[config.mk]
export PLATFORM = sky130hd
export DESIGN_NAME = uart_rx_fifo
export DESIGN_NICKNAME = d
export VERILOG_FILES = /design/src/rtl/uart_rx_fifo.sv
export SDC_FILE = /design/constraint.sdc
export NUM_CORES = 1
export LEC_CHECK = 0
export CORE_MARGIN = 1.5
export CORE_UTILIZATION = 41
export CTS_BUF_LIST = sky130_fd_sc_hd__clkbuf_4
export DETAILED_ROUTE_END_ITERATION = 12
export DONT_BUFFER_PORTS = 1
export HOLD_SLACK_MARGIN = 0.03
export PLACE_DENSITY = 0.66
export SYNTH_ARGS = -nofsm -noshare
export SYNTH_HDL_FRONTEND = slang
export SYNTH_SLANG_ARGS = --single-unit
export TNS_END_PERCENT = 20
[constraint.sdc]
create_clock -name clk -period 4.05 [get_ports clk]
set_input_delay 0.2025 -clock clk [delete_from_list [all_inputs] [get_ports clk]]
set_output_delay 0.2025 -clock clk [all_outputs]
set_load 0.01 [all_outputs]
[src/rtl/uart_rx_fifo.sv]
// 8N1 UART receiver with a two-flop input synchronizer feeding a show-ahead byte FIFO.
// Frame errors and FIFO overruns are reported as single-cycle pulses.
module uart_rx_fifo #(
  parameter int unsigned CLK_DIV = 417,
  parameter int unsigned DEPTH   = 8
) (
  input  logic                    clk,
  input  logic                    rst_n,
  input  logic                    rx,
  output logic [7:0]              out_data,
  output logic                    out_valid,
  input  logic                    out_ready,
  output logic [$clog2(DEPTH):0]  fifo_count,
  output logic                    frame_err,
  output logic                    overrun
);

  localparam int unsigned TW = $clog2(CLK_DIV);
  localparam int unsigned PW = $clog2(DEPTH);
  localparam int unsigned CW = PW + 1;

  typedef enum logic [1:0] {IDLE, START, DATA, STOP} state_e;

  state_e          state_q, state_d;
  logic            sync1_q, sync2_q, rxs_prev_q;
  logic [2:0]      vld_q;
  logic [TW-1:0]   timer_q, timer_d;
  logic [2:0]      bit_idx_q, bit_idx_d;
  logic [7:0]      shift_q, shift_d;
  logic            push_c, ferr_c, fall_c, tick_c, rxs;

  logic [7:0]      mem_q [DEPTH];
  logic [PW-1:0]   wr_ptr_q, rd_ptr_q;
  logic [CW-1:0]   count_q, count_d;
  logic            out_valid_q, frame_err_q, overrun_q;
  logic            pop_c, full_c, wr_en_c, overrun_d;

  // vld_q masks the reset value of the synchronizer so a line already low at reset never looks like an edge
  always_ff @(posedge clk or negedge rst_n) begin
    if (!rst_n) begin
      sync1_q    <= 1'b1;
      sync2_q    <= 1'b1;
      rxs_prev_q <= 1'b1;
      vld_q      <= '0;
    end else begin
      sync1_q    <= rx;
      sync2_q    <= sync1_q;
      rxs_prev_q <= sync2_q;
      vld_q      <= {vld_q[1:0], 1'b1};
    end
  end

  assign rxs    = sync2_q;
  assign fall_c = vld_q[2] & rxs_prev_q & ~rxs;
  assign tick_c = (timer_q == '0);

  always_ff @(posedge clk or negedge rst_n) begin
    if (!rst_n) begin
      state_q   <= IDLE;
      timer_q   <= '0;
      bit_idx_q <= '0;
      shift_q   <= '0;
    end else begin
      state_q   <= state_d;
      timer_q   <= timer_d;
      bit_idx_q <= bit_idx_d;
      shift_q   <= shift_d;
    end
  end

  always_comb begin
    state_d   = state_q;
    timer_d   = timer_q;
    bit_idx_d = bit_idx_q;
    shift_d   = shift_q;
    push_c    = 1'b0;
    ferr_c    = 1'b0;
    if (state_q != IDLE) begin
      timer_d = tick_c ? TW'(CLK_DIV - 1) : timer_q - TW'(1);
    end
    case (state_q)
      IDLE: begin
        if (fall_c) begin
          state_d = START;
          timer_d = TW'(CLK_DIV / 2 - 1);
        end
      end
      START: begin
        if (tick_c) begin
          if (!rxs) begin
            state_d   = DATA;
            bit_idx_d = '0;
          end else begin
            state_d = IDLE;
          end
        end
      end
      DATA: begin
        if (tick_c) begin
          shift_d = {rxs, shift_q[7:1]};
          if (bit_idx_q == 3'd7) state_d = STOP;
          else                   bit_idx_d = bit_idx_q + 3'd1;
        end
      end
      STOP: begin
        if (tick_c) begin
          state_d = IDLE;
          if (rxs) push_c = 1'b1;
          else     ferr_c = 1'b1;
        end
      end
      default: state_d = IDLE;
    endcase
  end

  // When full, a simultaneous pop frees the head slot that the write pointer also addresses
  assign pop_c     = out_valid_q & out_ready;
  assign full_c    = (count_q == CW'(DEPTH));
  assign wr_en_c   = push_c & (~full_c | pop_c);
  assign overrun_d = push_c & full_c & ~pop_c;
  assign count_d   = count_q + CW'(wr_en_c) - CW'(pop_c);

  always_ff @(posedge clk or negedge rst_n) begin
    if (!rst_n) begin
      for (int unsigned i = 0; i < DEPTH; i++) mem_q[i] <= '0;
      wr_ptr_q    <= '0;
      rd_ptr_q    <= '0;
      count_q     <= '0;
      out_valid_q <= 1'b0;
      frame_err_q <= 1'b0;
      overrun_q   <= 1'b0;
    end else begin
      if (wr_en_c) begin
        mem_q[wr_ptr_q] <= shift_q;
        wr_ptr_q        <= wr_ptr_q + PW'(1);
      end
      if (pop_c) rd_ptr_q <= rd_ptr_q + PW'(1);
      count_q     <= count_d;
      out_valid_q <= (count_d != '0);
      frame_err_q <= ferr_c;
      overrun_q   <= overrun_d;
    end
  end

  assign out_data   = mem_q[rd_ptr_q];
  assign out_valid  = out_valid_q;
  assign fifo_count = count_q;
  assign frame_err  = frame_err_q;
  assign overrun    = overrun_q;

endmodule

# Word-level counts from Yosys, hierarchy flattened
# Cells that the tools add are included.
[word_totals]
in_bits = 4
wordCells = 92
regBits = 105
out_inout_bits = 15
[op_classes]
bitwise = 12
n_reduce_logical = 9
add_sub_neg = 6
magnitude_cmp = 3
muxes = 28
n_eq_ne = 12
[op_table]
columns = ["op", "n"]
rows = [
  ["bitwise mux 64 bit", 1],
  ["two-way mux 9 bit", 4],
  ["binary-select mux 8 bit (select 3 bit)", 1],
  ["demux 8 bit (select 3 bit)", 1],
  ["two-way mux 8 bit", 3],
  ["inequality test 2 bit, second input constant", 7],
  ["two-way mux 2 bit", 6],
  ["two-way mux 3 bit", 4],
  ["AND reduction 5 bit", 2],
  ["adder 3 x 1 -> 3 bit, second input constant", 3],
  ["zero test 9 bit", 1],
  ["subtractor 9 x 1 -> 9 bit, second input constant", 1],
  [">= comparator 4 bit, second input constant", 2],
  ["NOT 3 -> 4 bit", 2],
  ["one-hot mux 2 bit (4 select lines)", 1],
  ["AND 1 bit", 6],
  ["two-way mux 1 bit", 6],
  ["one-hot mux 3 bit (2 select lines)", 1],
  ["adder 4 x 1 -> 4 bit", 1],
  ["== test 2 bit, second input constant", 2],
  ["== test 4 bit, second input constant", 1],
  ["less-than comparator 4 x 1 -> 1 bit, second input constant", 1],
  ["nonzero test 2 bit", 2],
  ["nonzero test 4 bit", 1],
  ["other kinds (8)", 10],
]

# Longest topological paths before layout
[depth]
ltp_word = 7
ltp_mapped = 12
mapped_depth_nobuf = 11

# Least setup slack after synthesis
# No wires, ideal clock.
[synth_path]
kind = "register -> register"
start = "reg timer_q[0]"
end = "reg out_valid_q (netlist: out_valid)"
arrival_time_ps = 2903
stages_incl_launch_ff = 11
period_less_slack_ps = 3042
setup_ps = 139
path_buffers = 1
t_required_ps = 3911
setup_slack_ps = 1008
path_cell_list = "dfrtp_1 inv_1 ha_1 nor4b_1 and2_1 buf_2 nand3_1 o21ai_0 ha_1 fa_1 or4_1"
[synth_via]
elab_chain_len = 7
[synth_rtl]
columns = ["item", "line_no", "text"]
rows = [
  ["start: declaration", "27", "logic [TW-1:0] timer_q, timer_d;"],
  ["start signal: assignment", "65", "timer_q <= timer_d;"],
  ["zero test 9 bit", "55", "assign tick_c = (timer_q == '0);"],
  ["two-way mux 1 bit", "106", "if (tick_c) begin"],
  ["two-way mux 1 bit", "81", "case (state_q)"],
  ["AND 1 bit", "119", "assign wr_en_c = push_c & (~full_c | pop_c);"],
  ["adder 4 x 1 -> 4 bit", "121", "assign count_d = count_q + CW'(wr_en_c) - CW'(pop_c);"],
  ["subtractor 4 x 1 -> 4 bit", "121", ""],
  ["net count_d[1]", "34", "logic [CW-1:0] count_q, count_d;"],
  ["nonzero test 4 bit", "139", "out_valid_q <= (count_d != '0);"],
  ["end signal: assignment", "139", ""],
  ["end: declaration", "35", "logic out_valid_q, frame_err_q, overrun_q;"],
]
# The timed path passes the listed nets, and every way through them passes these cells.
# A chain may end at the register's enable or synchronous reset.

# Worst setup path in the final report
# Ends and elaborated chain as after synthesis.

==> flow_summary.yaml <==
run_status:
  status: "finished, violations left"
  violations: "DRC"
setup_path:
  crit_cells: 10
  crit_path_start_kind: "flip-flop"
  ff2ff_path_depth: 10
  critPathSlowestCell: "or4_1"
  crit_chain: "inv_1 > ha_1 > nor4b_1 > buf_4 > and2_1 > nand3_1 > o21ai_0 > ha_1 > fa_1 > or4_1"
  arrival_ns: 3.55
  crit_path_frequent_cell: "ha_1"
  path_class: "flip-flop to flip-flop"
  crit_path_max_incr_delay_ns: 0.52
  crit_buf_inv: 2
  end_kind: "flip-flop"
  crit_family: "simple AND/OR/NAND/NOR gates"
  required_ns: 4.38
  crit_path_max_fanout: 10
logic_synthesis:
  postSynth.asyncResetShare: 1.00
  ys.flop_type: "dfrtp_1"
  ys_seq_elements: 105
  synth.distinct_cells: 46
  synth_cells: 332
  syn-num-nets: 346
  synth_edf_count: 0
  ys_seq_area_frac: 0.540
  syn_area_per_cell_sq_um: 14.7
  syn_area_sq_mm: 0.00487
  yosysWarnings: 0
sta:
  max_freq_mhz: 310
  fin_crit_sh: 0.795
  post-route-min-period_ns: 3.22
  worst_slew_pin_slew_ns: 0.848
  slew_headroom: 0.435
  finalHoldViolCount: 0
  maxSlewViolCount: 0
  rsz0062_at_grt: "false"
  finalSetupViolCount: 0
  hold_slack_ns: 0.295
  tns_ns: 0
  finClkSkew_ns: 0.0212
placement:
  gp_congestion: 0.850
  placed_cells: 460
  portBuffers: 0
  dp_hpwl_um: 5500
cts:
  cts_resized: 0
  tritoncts: "built"
  cts_max_level: 3
  cts_buffer_depth: 2
  cts_root_buf: "clkbuf_4"
  path_clk_slew_ns: 0.14
  numCtsBuffers: 9
  clock_sinks: 105
  postCtsHoldBufs: 4
  insertion_delay_ns: 0.45
  cts_setup_buffers: 0
floorplan:
  die_area_sq_mm: 0.0126
  core_area_sq_mm: 0.0115
  die_width_um: 112
  start_util: 0.423
  placementRows: 39
  ios: 19
  die_y_um: 112
worst_hold_path:
  worstHoldPathCells: 1
  worst_hold_path_type: "input port to flip-flop"
cells_and_area:
  layout.cells.non_filler: 479
  ff_latch_area_sq_mm: 0.00263
  multi_input_area_sq_mm: 0.00215
  finalNetCount: 346
  drive_gt1_frac: 0.396
  area.growth.synth_to_final_pct: 6.57
  antennaDiodeCount: 0
  fin_util: 0.451
  fill_cells: 1018
routing:
  drt_wl_total_um: 8790
  via_count: 2635
  via_per_inst: 5.50
  route.detailed.drc: 1
  drt_pass1_iterations: 10
  ant_nets: 0
  drt-initial-drc-count: 131
  wl_per_cell_um: 18.4
grt:
  grt_pass1_wl_um: 14600
  grt_usage: 0.152
  antenna_found_initial: 0
  grt_remaining_overflow: 0
  grt_pass1_vias: 2758
  grt_max_degree: 106
power_and_ir_drop:
  seqPwrFrac: 0.560
  p_leak_nw: 2.58
  power_density_mw_per_mm2: 450
  p_switching_mw: 0.759
  p_sw_frac: 0.325
  combPwrFrac: 0.215
  clkPwrFrac: 0.225
  ir_worst_vdd_uv: 321
  p_int_mw: 1.58
run:
  cap_viol_max_count: 0
-- power groups by stage --
| stage | Combinational (mW) | Sequential [mW] | Clock [mW] |
|---|---|---|---|
| final | 0.502 | 1.31 | 0.526 |
| after global routing | 0.564 | 1.33 | 0.592 |
| after CTS | 0.513 | 1.31 | 0.553 |
| after detailed placement | 0.486 | 1.33 | 0 |
| after global placement | 0.473 | 1.33 | 0 |
| after floorplan | 0.453 | 1.24 | 0 |
-- routing by layer --
metal / global-route usage / wire length (um) / vias to the layer above
li1: - / - / 1231
met1: 0.200 / 4080 / 1361
met2: 0.253 / 4340 / 35
met3: 0.0378 / 297 / 8
met4: 0.0405 / 82 / 0
met5: 0 / 0 / -
-- through the flow --
step           cell area, sq um  power, mW  setup slack [ns]
6_report                   5190       2.34             0.828
5_1_grt                    5190       2.49             0.560
4_1_cts                    5190       2.38             0.820
3_5_place_dp               5000       1.82             0.833
3_3_place_gp               5000       1.80              1.00
2_1_floorplan              4870       1.69              1.01
-- cells by family (layout without fill, tap and decap cells) --
kind of cell             count (synthesis)  after routing  share of synthesized area
AO/OA/AOI/OAI                           28             28                     0.0388
XOR/XNOR                                 6              6                     0.0108
adder cells (fa/ha/maj)                 10             10                     0.0272
buffers and inverters                   23             27                     0.0193
flip-flops                             105            105                      0.540
multiplexers                            99             99                      0.266
other                                    1              1                   0.000769
AND/OR/NAND/NOR                         60             60                     0.0978
-- layout make-up --
type	count	area share
tap	143	0.0344
multi-input combinational	204	0.414
sequential	105	0.507
inverter	5	0.00361
timing repair buffer	7	0.0154
clock inverter	6	0.0132
clock buffer	9	0.0130
-- path summary, 6_finish.rpt --
path	start	endpoint	slack (ns)
max	timer_q[0]	out_valid	0.83
min	rx	sync1_q	0.29
max reg2reg	timer_q[0]	out_valid	0.83
min reg2reg	sync1_q	rxs	0.37
max in group asynchronous	rst_n	rxs	3.30
min in group asynchronous	rst_n	mem_q[22]	0.32
-- cell usage after synthesis, types with 2 or more instances --
cell type	n	area, sq um
o21ai_0	9	45.0
nand4_1	2	12.5
nand3b_1	2	15.0
dfrtp_1	102	2550
a22o_1	2	17.5
nand4b_4	4	95.1
nand3_1	5	25.0
a21o_1	3	22.5
mux4_2	16	360
nor3b_1	4	30.0
xnor2_1	5	43.8
a21oi_1	8	40.0
ha_1	9	113
dfstp_2	3	78.8
inv_1	5	18.8
and2_1	3	18.8
nor2_1	11	41.3
clkbuf_1	6	22.5
nor3_1	3	15.0
buf_2	2	10.0
mux2_2	83	935
nand4_4	4	85.1
nor4_1	3	18.8
nand2_1	7	26.3
buf_1	8	30.0
nor2b_1	3	18.8
-- sequential cells by signal, summed over array words and instances (netlist names), named ones only --
signal,cells
out_valid,1
wr_ptr_q,3
overrun,1
shift_q,8
rd_ptr_q,3
fifo_count,4
rxs_prev_q,1
bit_idx_q,3
mem_q,64
sync1_q,1
vld_q,3
rxs,1
state_q,1
timer_q,9
frame_err,1
-- worst register-to-register path, cell delays in order (launching register included) --
cell,delay [ns]
dfrtp_1,0.42
inv_1,0.10
ha_1,0.22
nor4b_1,0.27
buf_4,0.20
and2_1,0.32
nand3_1,0.20
o21ai_0,0.21
ha_1,0.22
fa_1,0.44
or4_1,0.52
-- layout by cell type, fill, tap and decap left out, types with 2 or more instances in the layout --
cell	synthesis	final
nor4_1	3	3
clkbuf_4	0	9
nor3_1	3	3
and2_1	3	3
xnor2_1	5	5
nand4b_4	4	4
nor3b_1	4	4
buf_4	1	3
nand4_4	4	4
inv_1	5	5
nor2b_1	3	3
a22o_1	2	2
dlygate4sd3_1	0	3
a21o_1	3	3
clkinv_2	0	2
nand4_1	2	2
dfrtp_1	102	102
mux4_2	16	16
nand3_1	5	5
ha_1	9	9
clkinv_4	0	2
nand3b_1	2	2
nand2_1	7	7
mux2_2	83	83
nor2_1	11	11
a21oi_1	8	8
o21ai_0	9	9
dfstp_2	3	3
Note: power is estimated with default switching activity, not from simulation.
